<file path="config.mk">
export PLATFORM = sky130hd
export DESIGN_NAME = apb_master_arbiter_flat
export DESIGN_NICKNAME = d
export VERILOG_FILES = /design/src/rtl/apb_arb_pkg.sv /design/src/rtl/apb_master_arbiter_if.sv /design/src/rtl/apb_master_arbiter_pick.sv /design/src/rtl/apb_master_arbiter.sv /design/src/flat_wrapper.sv
export SDC_FILE = /design/constraint.sdc
export NUM_CORES = 1
export LEC_CHECK = 0
export ABC_AREA = 1
export BUFFER_PORTS_ARGS = -buffer_cell sky130_fd_sc_hd__buf_2
export CAP_MARGIN = 0
export CORE_AREA = 2 2 125 127
export DETAILED_ROUTE_END_ITERATION = 12
export DIE_AREA = 0 0 127 129
export GPL_TIMING_DRIVEN = 0
export PLACE_DENSITY = 0.67
export SLEW_MARGIN = 20
export SYNTH_ARGS = -nofsm -noshare
export SYNTH_HDL_FRONTEND = slang
export SYNTH_SLANG_ARGS = --single-unit
</file>
<file path="constraint.sdc">
create_clock -name AXI_PCLK -period 2.4 [get_ports AXI_PCLK]
set_input_delay 0.24 -clock AXI_PCLK [delete_from_list [all_inputs] [get_ports AXI_PCLK]]
set_output_delay 0.24 -clock AXI_PCLK [all_outputs]
set_load 0.05 [all_outputs]
</file>
<file path="src/rtl/apb_arb_pkg.sv">
// Shared types for the two-requester APB arbiter.
// State encoding, arbitration modes and requester index.
package apb_arb_pkg;

  typedef enum logic [1:0] {
    IDLE   = 2'd0,
    SETUP  = 2'd1,
    ACCESS = 2'd2
  } arb_state_e;

  localparam logic ARB_FIXED = 1'b0;
  localparam logic ARB_RR    = 1'b1;

  typedef logic mst_idx_t;

  localparam mst_idx_t M0 = 1'b0;
  localparam mst_idx_t M1 = 1'b1;

  function automatic logic [1:0] idx2oh(input mst_idx_t i);
    return (i == M1) ? 2'b10 : 2'b01;
  endfunction

endpackage

</file>
<file path="src/rtl/apb_master_arbiter_if.sv">
// APB-style bundle used on both the requester and slave sides.
// master drives the request, slave returns the response.
interface apb_arb_if #(
  parameter int AW = 32,
  parameter int DW = 32
);

  logic [AW-1:0]   paddr;
  logic [DW-1:0]   pdata;
  logic            psel;
  logic            penable;
  logic            pwrite;
  logic [DW/8-1:0] pstb;
  logic [DW-1:0]   prdata;
  logic            pready;
  logic            perr;

  modport master (
    output paddr, pdata, psel, penable, pwrite, pstb,
    input  prdata, pready, perr
  );

  modport slave (
    input  paddr, pdata, psel, penable, pwrite, pstb,
    output prdata, pready, perr
  );

endinterface

</file>
<file path="src/rtl/apb_master_arbiter_pick.sv">
// Two-way picker: lone requester wins outright, a tie goes
// to the non-last owner (round-robin) or to m0 (fixed).
module apb_arb_pick
  import apb_arb_pkg::*;
(
  input  logic [1:0] req_i,
  input  mst_idx_t   last_i,
  input  logic       mode_i,
  output logic [1:0] win_o
);

  // one-hot winner, zero when nobody asks
  always_comb begin
    win_o = 2'b00;
    unique case (req_i)
      2'b01:   win_o = 2'b01;
      2'b10:   win_o = 2'b10;
      2'b11: begin
        if (mode_i == ARB_RR)
          win_o = idx2oh(~last_i);
        else
          win_o = 2'b01;
      end
      default: win_o = 2'b00;
    endcase
  end

endmodule

</file>
<file path="src/rtl/apb_master_arbiter.sv">
// Shares one APB master port between two requesters, one whole
// transfer at a time, with freshly generated setup/access phases.
module apb_master_arbiter
  import apb_arb_pkg::*;
#(
  parameter int ADDR_WIDTH = 32,
  parameter int DATA_WIDTH = 32,
  parameter int ARB_MODE   = 1
) (
  input  logic       AXI_PCLK,
  input  logic       AXI_PRESETn,
  apb_arb_if.slave   m0,
  apb_arb_if.slave   m1,
  apb_arb_if.master  apb,
  output logic [1:0] grant,
  output logic       busy
);

  localparam int SW = DATA_WIDTH / 8;
  localparam logic MODE = (ARB_MODE != 0) ? ARB_RR : ARB_FIXED;

  arb_state_e state_q, state_d;
  logic [1:0] grant_q, grant_d;
  mst_idx_t   last_q, last_d;

  logic [ADDR_WIDTH-1:0] addr_q, addr_d;
  logic [DATA_WIDTH-1:0] data_q, data_d;
  logic                  wr_q, wr_d;
  logic [SW-1:0]         stb_q, stb_d;

  logic [1:0] win;
  logic       done;
  logic       unused_penable;

  // requester phase inputs carry no meaning here
  assign unused_penable = &{1'b0, m0.penable, m1.penable};

  apb_arb_pick u_pick (
    .req_i  ({m1.psel, m0.psel}),
    .last_i (last_q),
    .mode_i (MODE),
    .win_o  (win)
  );

  // state, owner and captured request registers
  always_ff @(posedge AXI_PCLK or negedge AXI_PRESETn) begin
    if (!AXI_PRESETn) begin
      state_q <= IDLE;
      grant_q <= 2'b00;
      last_q  <= M1;
      addr_q  <= '0;
      data_q  <= '0;
      wr_q    <= 1'b0;
      stb_q   <= '0;
    end else begin
      state_q <= state_d;
      grant_q <= grant_d;
      last_q  <= last_d;
      addr_q  <= addr_d;
      data_q  <= data_d;
      wr_q    <= wr_d;
      stb_q   <= stb_d;
    end
  end

  // next state; capture only in IDLE so later input churn is ignored
  always_comb begin
    state_d = state_q;
    grant_d = grant_q;
    last_d  = last_q;
    addr_d  = addr_q;
    data_d  = data_q;
    wr_d    = wr_q;
    stb_d   = stb_q;
    unique case (state_q)
      IDLE: begin
        if (|win) begin
          state_d = SETUP;
          grant_d = win;
          addr_d  = win[1] ? m1.paddr  : m0.paddr;
          data_d  = win[1] ? m1.pdata  : m0.pdata;
          wr_d    = win[1] ? m1.pwrite : m0.pwrite;
          stb_d   = win[1] ? m1.pstb   : m0.pstb;
        end
      end
      SETUP: state_d = ACCESS;
      ACCESS: begin
        if (apb.pready) begin
          state_d = IDLE;
          grant_d = 2'b00;
          last_d  = grant_q[1] ? M1 : M0;
        end
      end
      default: state_d = IDLE;
    endcase
  end

  assign done = (state_q == ACCESS) && apb.pready;

  assign apb.psel    = (state_q != IDLE);
  assign apb.penable = (state_q == ACCESS);
  assign apb.paddr   = addr_q;
  assign apb.pdata   = data_q;
  assign apb.pwrite  = wr_q;
  assign apb.pstb    = stb_q;

  assign m0.pready = done & grant_q[0];
  assign m1.pready = done & grant_q[1];
  assign m0.perr   = m0.pready & apb.perr;
  assign m1.perr   = m1.pready & apb.perr;
  assign m0.prdata = apb.prdata;
  assign m1.prdata = apb.prdata;

  assign grant = grant_q;
  assign busy  = (state_q != IDLE);

endmodule

</file>
<file path="src/flat_wrapper.sv">
// flat-port wrapper written by rule: the top's interface ports become plain ports
module apb_master_arbiter_flat import apb_arb_pkg::*;
#(
  parameter int ADDR_WIDTH = 32,
  parameter int DATA_WIDTH = 32,
  parameter int ARB_MODE   = 1
)
  (AXI_PCLK, AXI_PRESETn, grant, busy, m0_paddr, m0_pdata, m0_psel, m0_penable, m0_pwrite, m0_pstb, m0_prdata, m0_pready, m0_perr, m1_paddr, m1_pdata, m1_psel, m1_penable, m1_pwrite, m1_pstb, m1_prdata, m1_pready, m1_perr, apb_paddr, apb_pdata, apb_psel, apb_penable, apb_pwrite, apb_pstb, apb_prdata, apb_pready, apb_perr);
  apb_arb_if #(.AW(32), .DW(32)) m0_i ();
  apb_arb_if #(.AW(32), .DW(32)) m1_i ();
  apb_arb_if #(.AW(32), .DW(32)) apb_i ();
  input  logic AXI_PCLK;
  input  logic AXI_PRESETn;
  output logic [1:0] grant;
  output logic busy;
  input wire logic [$bits(m0_i.paddr)-1:0] m0_paddr;
  input wire logic [$bits(m0_i.pdata)-1:0] m0_pdata;
  input wire logic [$bits(m0_i.psel)-1:0] m0_psel;
  input wire logic [$bits(m0_i.penable)-1:0] m0_penable;
  input wire logic [$bits(m0_i.pwrite)-1:0] m0_pwrite;
  input wire logic [$bits(m0_i.pstb)-1:0] m0_pstb;
  output wire logic [$bits(m0_i.prdata)-1:0] m0_prdata;
  output wire logic [$bits(m0_i.pready)-1:0] m0_pready;
  output wire logic [$bits(m0_i.perr)-1:0] m0_perr;
  input wire logic [$bits(m1_i.paddr)-1:0] m1_paddr;
  input wire logic [$bits(m1_i.pdata)-1:0] m1_pdata;
  input wire logic [$bits(m1_i.psel)-1:0] m1_psel;
  input wire logic [$bits(m1_i.penable)-1:0] m1_penable;
  input wire logic [$bits(m1_i.pwrite)-1:0] m1_pwrite;
  input wire logic [$bits(m1_i.pstb)-1:0] m1_pstb;
  output wire logic [$bits(m1_i.prdata)-1:0] m1_prdata;
  output wire logic [$bits(m1_i.pready)-1:0] m1_pready;
  output wire logic [$bits(m1_i.perr)-1:0] m1_perr;
  output wire logic [$bits(apb_i.paddr)-1:0] apb_paddr;
  output wire logic [$bits(apb_i.pdata)-1:0] apb_pdata;
  output wire logic [$bits(apb_i.psel)-1:0] apb_psel;
  output wire logic [$bits(apb_i.penable)-1:0] apb_penable;
  output wire logic [$bits(apb_i.pwrite)-1:0] apb_pwrite;
  output wire logic [$bits(apb_i.pstb)-1:0] apb_pstb;
  input wire logic [$bits(apb_i.prdata)-1:0] apb_prdata;
  input wire logic [$bits(apb_i.pready)-1:0] apb_pready;
  input wire logic [$bits(apb_i.perr)-1:0] apb_perr;
  assign m0_i.paddr = m0_paddr;
  assign m0_i.pdata = m0_pdata;
  assign m0_i.psel = m0_psel;
  assign m0_i.penable = m0_penable;
  assign m0_i.pwrite = m0_pwrite;
  assign m0_i.pstb = m0_pstb;
  assign m0_prdata = m0_i.prdata;
  assign m0_pready = m0_i.pready;
  assign m0_perr = m0_i.perr;
  assign m1_i.paddr = m1_paddr;
  assign m1_i.pdata = m1_pdata;
  assign m1_i.psel = m1_psel;
  assign m1_i.penable = m1_penable;
  assign m1_i.pwrite = m1_pwrite;
  assign m1_i.pstb = m1_pstb;
  assign m1_prdata = m1_i.prdata;
  assign m1_pready = m1_i.pready;
  assign m1_perr = m1_i.perr;
  assign apb_paddr = apb_i.paddr;
  assign apb_pdata = apb_i.pdata;
  assign apb_psel = apb_i.psel;
  assign apb_penable = apb_i.penable;
  assign apb_pwrite = apb_i.pwrite;
  assign apb_pstb = apb_i.pstb;
  assign apb_i.prdata = apb_prdata;
  assign apb_i.pready = apb_pready;
  assign apb_i.perr = apb_perr;
  apb_master_arbiter #(.ADDR_WIDTH(ADDR_WIDTH), .DATA_WIDTH(DATA_WIDTH), .ARB_MODE(ARB_MODE)) u_core (.AXI_PCLK(AXI_PCLK), .AXI_PRESETn(AXI_PRESETn), .m0(m0_i), .m1(m1_i), .apb(apb_i), .grant(grant), .busy(busy));
endmodule
</file>
==> Word level (Yosys, flattened, before mapping) <==
Index checks and enable logic that the tools add are counted.
{ "classes": {"n_eq_ne": 7, "n_mux": 12, "n_bitwise": 4, "n_reduce_logical": 9} }
{ "op_table": {"columns": ["operator", "count"], "rows": [
  ["$mux 32", 2],
  ["$pmux 2 s3", 2],
  ["$mux 2", 4],
  ["$eq 2x2->1 const B", 3],
  ["$reduce_and 2->1", 3],
  ["$and 1x1->1", 4],
  ["$eq 2x1->1 const B", 2],
  ["$mux 4", 1],
  ["$ne 2x1->1 const B", 2],
  ["$pmux 2 s2", 1],
  ["$reduce_bool 2->1", 2],
  ["$reduce_and 3->1", 1],
  ["$logic_not 2->1", 1],
  ["$mux 1", 2],
  ["$reduce_or 2->1", 1],
  ["$logic_and 1x1->1", 1]
]} }
{ "word_totals": {"reg_bits": 74, "input_bits": 178, "out_inout_bits": 142, "word_cells": 39} }

==> Logic depth before layout (Yosys ltp) <==
{ "depth": {"word_depth": 5, "ltp_mapped": 7} }

==> Hierarchy <==
Synthesis repeated with hierarchy kept, for this count alone.
{ "unflattened": {"hier_cells": 622, "hier_area_um2": 4246.6} }
{ "modules_own_cells": {"columns": ["mod", "n_inst", "cells_per_inst", "area_each_um2"], "rows": [
  ["apb_master_arbiter", 1, 612, 4207.8],
  ["apb_arb_pick", 1, 10, 38.8]
]} }

==> Worst setup path before layout <==
Ideal clock, no wire load.
{ "synth_timing": {"path_type": "flip-flop to output port", "start": "register u_core.state_q[0]", "end": "output port m0_perr", "t_arrival_ns": 2.502, "slack_ns": -0.342, "stages_incl_launch_ff": 4, "n_path_buf": 0, "cell_sequence": "dfrtp_1 nor2_1 nand2_1 nor3_1"} }
{ "synth_between": {"elab_chain_len": 4} }
{ "synth_rtl": {"columns": ["element", "line_no", "source"], "rows": [
  ["start, declared", "apb_master_arbiter.sv:22", "arb_state_e state_q, state_d;"],
  ["start signal, assigned", "apb_master_arbiter.sv:56", "state_q <= state_d;"],
  ["$eq 2x2->1", null, null],
  ["via apb_penable", "flat_wrapper.sv:37", "output wire logic [$bits(apb_i.penable)-1:0] apb_penable;"],
  ["$logic_and 1x1->1", "apb_master_arbiter.sv:98", "assign done = (state_q == ACCESS) && apb.pready;"],
  ["$and 1x1->1", "apb_master_arbiter.sv:107", "assign m0.pready = done & grant_q[0];"],
  ["$and 1x1->1", "apb_master_arbiter.sv:109", "assign m0.perr = m0.pready & apb.perr;"],
  ["end, declared", "flat_wrapper.sv:24", "output wire logic [$bits(m0_i.perr)-1:0] m0_perr;"]
]} }
The timed path passes the listed nets, and every way through them passes these cells.

==> Final worst setup path <==
{ "layout_timing": {"start": "register u_core.state_q[1]", "end": "output port m1_perr"} }
{ "layout_between": {"elab_chain_len": 4} }
{ "layout_rtl": {"columns": ["element", "line_no", "source"], "rows": [
  ["$eq 2x2->1", "apb_master_arbiter.sv:98", null],
  ["$logic_and 1x1->1", "apb_master_arbiter.sv:98", null],
  ["$and 1x1->1", "apb_master_arbiter.sv:108", "assign m1.pready = done & grant_q[1];"],
  ["$and 1x1->1", "apb_master_arbiter.sv:110", "assign m1.perr = m1.pready & apb.perr;"],
  ["end, declared", "flat_wrapper.sv:33", "output wire logic [$bits(m1_i.perr)-1:0] m1_perr;"]
]} }
Every way passes these cells.

==> results.md <==
- Vias: 4796
- Skew-Pair Late Insertion Delay: 0.33 ns
- M1 wire length: 6150 um
- Start of the worst register-to-register path: u_core.last_q
- Bufs and invs on worst path: 2
- VDD IR-drop max: 0.761 mV
- Commonest non-fill, non-tap cell in the layout: buf_2
- Worst min path class: in -> reg
- Residual DRC: 0
- Wirelength, routed: 14400 um
- Cells after Synth: 625
- Max Slew Vio Count: 0
- DRT Pass-1 Iters: 4
- Register bit total from synthesis: 74
- Clock-pin slew on the worst setup and hold paths: 0.06 ns
- Synth area leaders: dfrtp_1 (40%), nand2_1 (18%), nand3b_1 (11%), buf_4 (11%), nand3_1 (7.8%)
- Gr usage total: 17.2%
- CP max stage delay: 0.37 ns
- Critical path capture point type: output port
- Metal2 WL: 6980 um
- Syn. warnings: 0
- RSZ-0062 raised after global routing: no
- Vias in the first global route: 4462
- Status: complete, no violations
- Hpwl dp: 11100 um
- Post-synth top area share: 39.5%
- Initial core utilization: 30.9%
- First-pass GRT wire length: 22100 um
- PortBufs: 284
- Die width: 127 um
- Share of cells above drive strength 1: 42.9%
- Critical Path RT: 2.16 ns
- Clock skew: 0.00673 ns
- Layout Nets: 1100
- Uppermost layer routed: met4
- # IOs: 320
- H-tree levels: 3
- Worst Max-Slew Pin Slew: 0.488 ns
- Period utilization: 78.3%
- Hold path start: apb_pready
- Hold Worst Slack: 0.123 ns
- Worst path slowest cell: dfrtp_1
- CP cell instances: inv_1, nor2_1, nand3_1, nor2_1, buf_2
- Leakage: 4.03 nW
- Vias per inst: 4.30
- Commonest cells after routing, fill and taps aside: buf_2 (298), nand2_1 (220), inv_1 (75)
- Area leader, netlist: dfrtp_1
- F_max: 0.532 GHz
- Total CTS buffers: 9
- Pwr Density: 1380 nW/um2
- Max clock buf depth: 2
- Crit path kind: reg -> out
- TNS Setup: 0 ns
- Die area: 16400 um2
- Final core occ: 44.6%
- Final WS setup: 0.522 ns
- CTS sink cnt: 74
- Post-detailed-route count of antenna-violating nets: 0
- Tmin final: 1.88 ns
- Place WS: 0.749 ns
- Post-synthesis instance area: 4620 um2
- Syn Nets: 803
- Maximum fanout along the worst path: 3
- Avg WL per Cell: 12.9 um
- Final Hold Vio Count: 0
- Cell at the root of the clock tree: clkbuf_16
- Pin count of the biggest net entering global routing: 44
- Setup violators final: 0
- CORE AREA: 15000 um2
- Area Overhead vs Synth: 44.5%
- Sequential element share of the synthesized area: 40.1%
- Worst slew margin: 67.5%
- Initial antenna violation count: 0
- Max Cap Viol: 0
- Met3 WL: 1020 um
- Crit path launch: u_core.state_q[1]
- CP arrival: 1.64 ns
- Antenna diodes: 0
- Critical path launch point type: flop
- Grt ovf: 0
- Die Height: 129 um
- Cell variety after synth: 17
- CP top delay family: simple AND/OR/NAND/NOR gates
- DRT iter0 DRCs: 184
- Avg Inst Size Synth: 7.40 um2
- Core Rows: 45
- Routability cong.: 0.828
- CTS tree: done
- Cell mode on critical path: nor2_1
[layout make-up]
| class | instances | area (um2) |
|---|---|---|
| inverter | 76 | 285 |
| sequential | 74 | 1850 |
| timing repair buffer | 286 | 1460 |
| clock buffer | 12 | 256 |
| buffer | 101 | 713 |
| clock inverter | 4 | 97.6 |
| fill | 1585 | 8300 |
| multi-input combinational | 374 | 1780 |
| tap | 188 | 235 |
[layer usage]
metal,track usage [%],vias up
met1,21.0,2130
met2,30.4,192
li1,-,2454
met4,5.82,0
met5,0,-
met3,3.20,20
[Yosys cell counts, drive strengths merged]
| cell | count |
|---|---|
| inv | 76 |
| a21oi | 1 |
| dfrtp | 73 |
| nor2 | 7 |
| dfstp | 1 |
| o21ai | 1 |
| nand2 | 223 |
| buf | 91 |
| nand3b | 69 |
| nor3 | 1 |
| nand3 | 72 |
| clkbuf | 10 |
[metrics by stage]
step           std cells  cell area, um2  power [mW]
2_1_floorplan        625            4630        6.25
3_3_place_gp        1097            6280        7.60
3_5_place_dp        1098            6310        7.66
4_1_cts             1115            6680        9.29
5_1_grt             1115            6680        9.77
6_report            1115            6680        9.19
[registers in the layout, indices dropped and copies added, names as in the netlist]
name,count
u_core.apb.paddr,32
u_core.state_q,2
u_core.last_q,1
u_core.apb.pstb,4
u_core.grant,2
u_core.apb.pdata,32
u_core.apb.pwrite,1
[cell families (layout without fill, tap and decap cells)]
kind of cell	Yosys count	count (layout)	synth area share, %
buffers and inverters	177	479	21.6
DFF	74	74	40.1
AOI/OAI and AO/OA	2	2	0.216
and+or+nand+nor	372	372	38.1
[final timing paths]
kind	slack, ns	cells past startpoint	endpoint
worst max-delay path	0.52	5	m1_perr
worst min-delay path	0.12	2	u_core.state_q[1]
worst max register to register	0.81	7	u_core.apb.pdata[5]
worst min register to register	0.48	2	u_core.apb.paddr[19]
max in group asynchronous	1.37	3	u_core.last_q
min in group asynchronous	0.40	2	u_core.apb.pdata[29]
[repair_timing]
action                    4_1_cts  5_1_grt
hold endpoints to repair       31        0
resized for setup               0        0
setup buffers                   0        0
hold buffers                    1        0
[report_power, final]
part | internal, mW | switching, mW | leakage (nW)
sequential | 1.89 | 0.328 | 0.896
combinational | 1.34 | 4.04 | 2.97
clock | 1.07 | 0.518 | 0.169
total | 4.30 | 4.89 | 4.03
No activity file was read; power rests on OpenSTA's default activity.
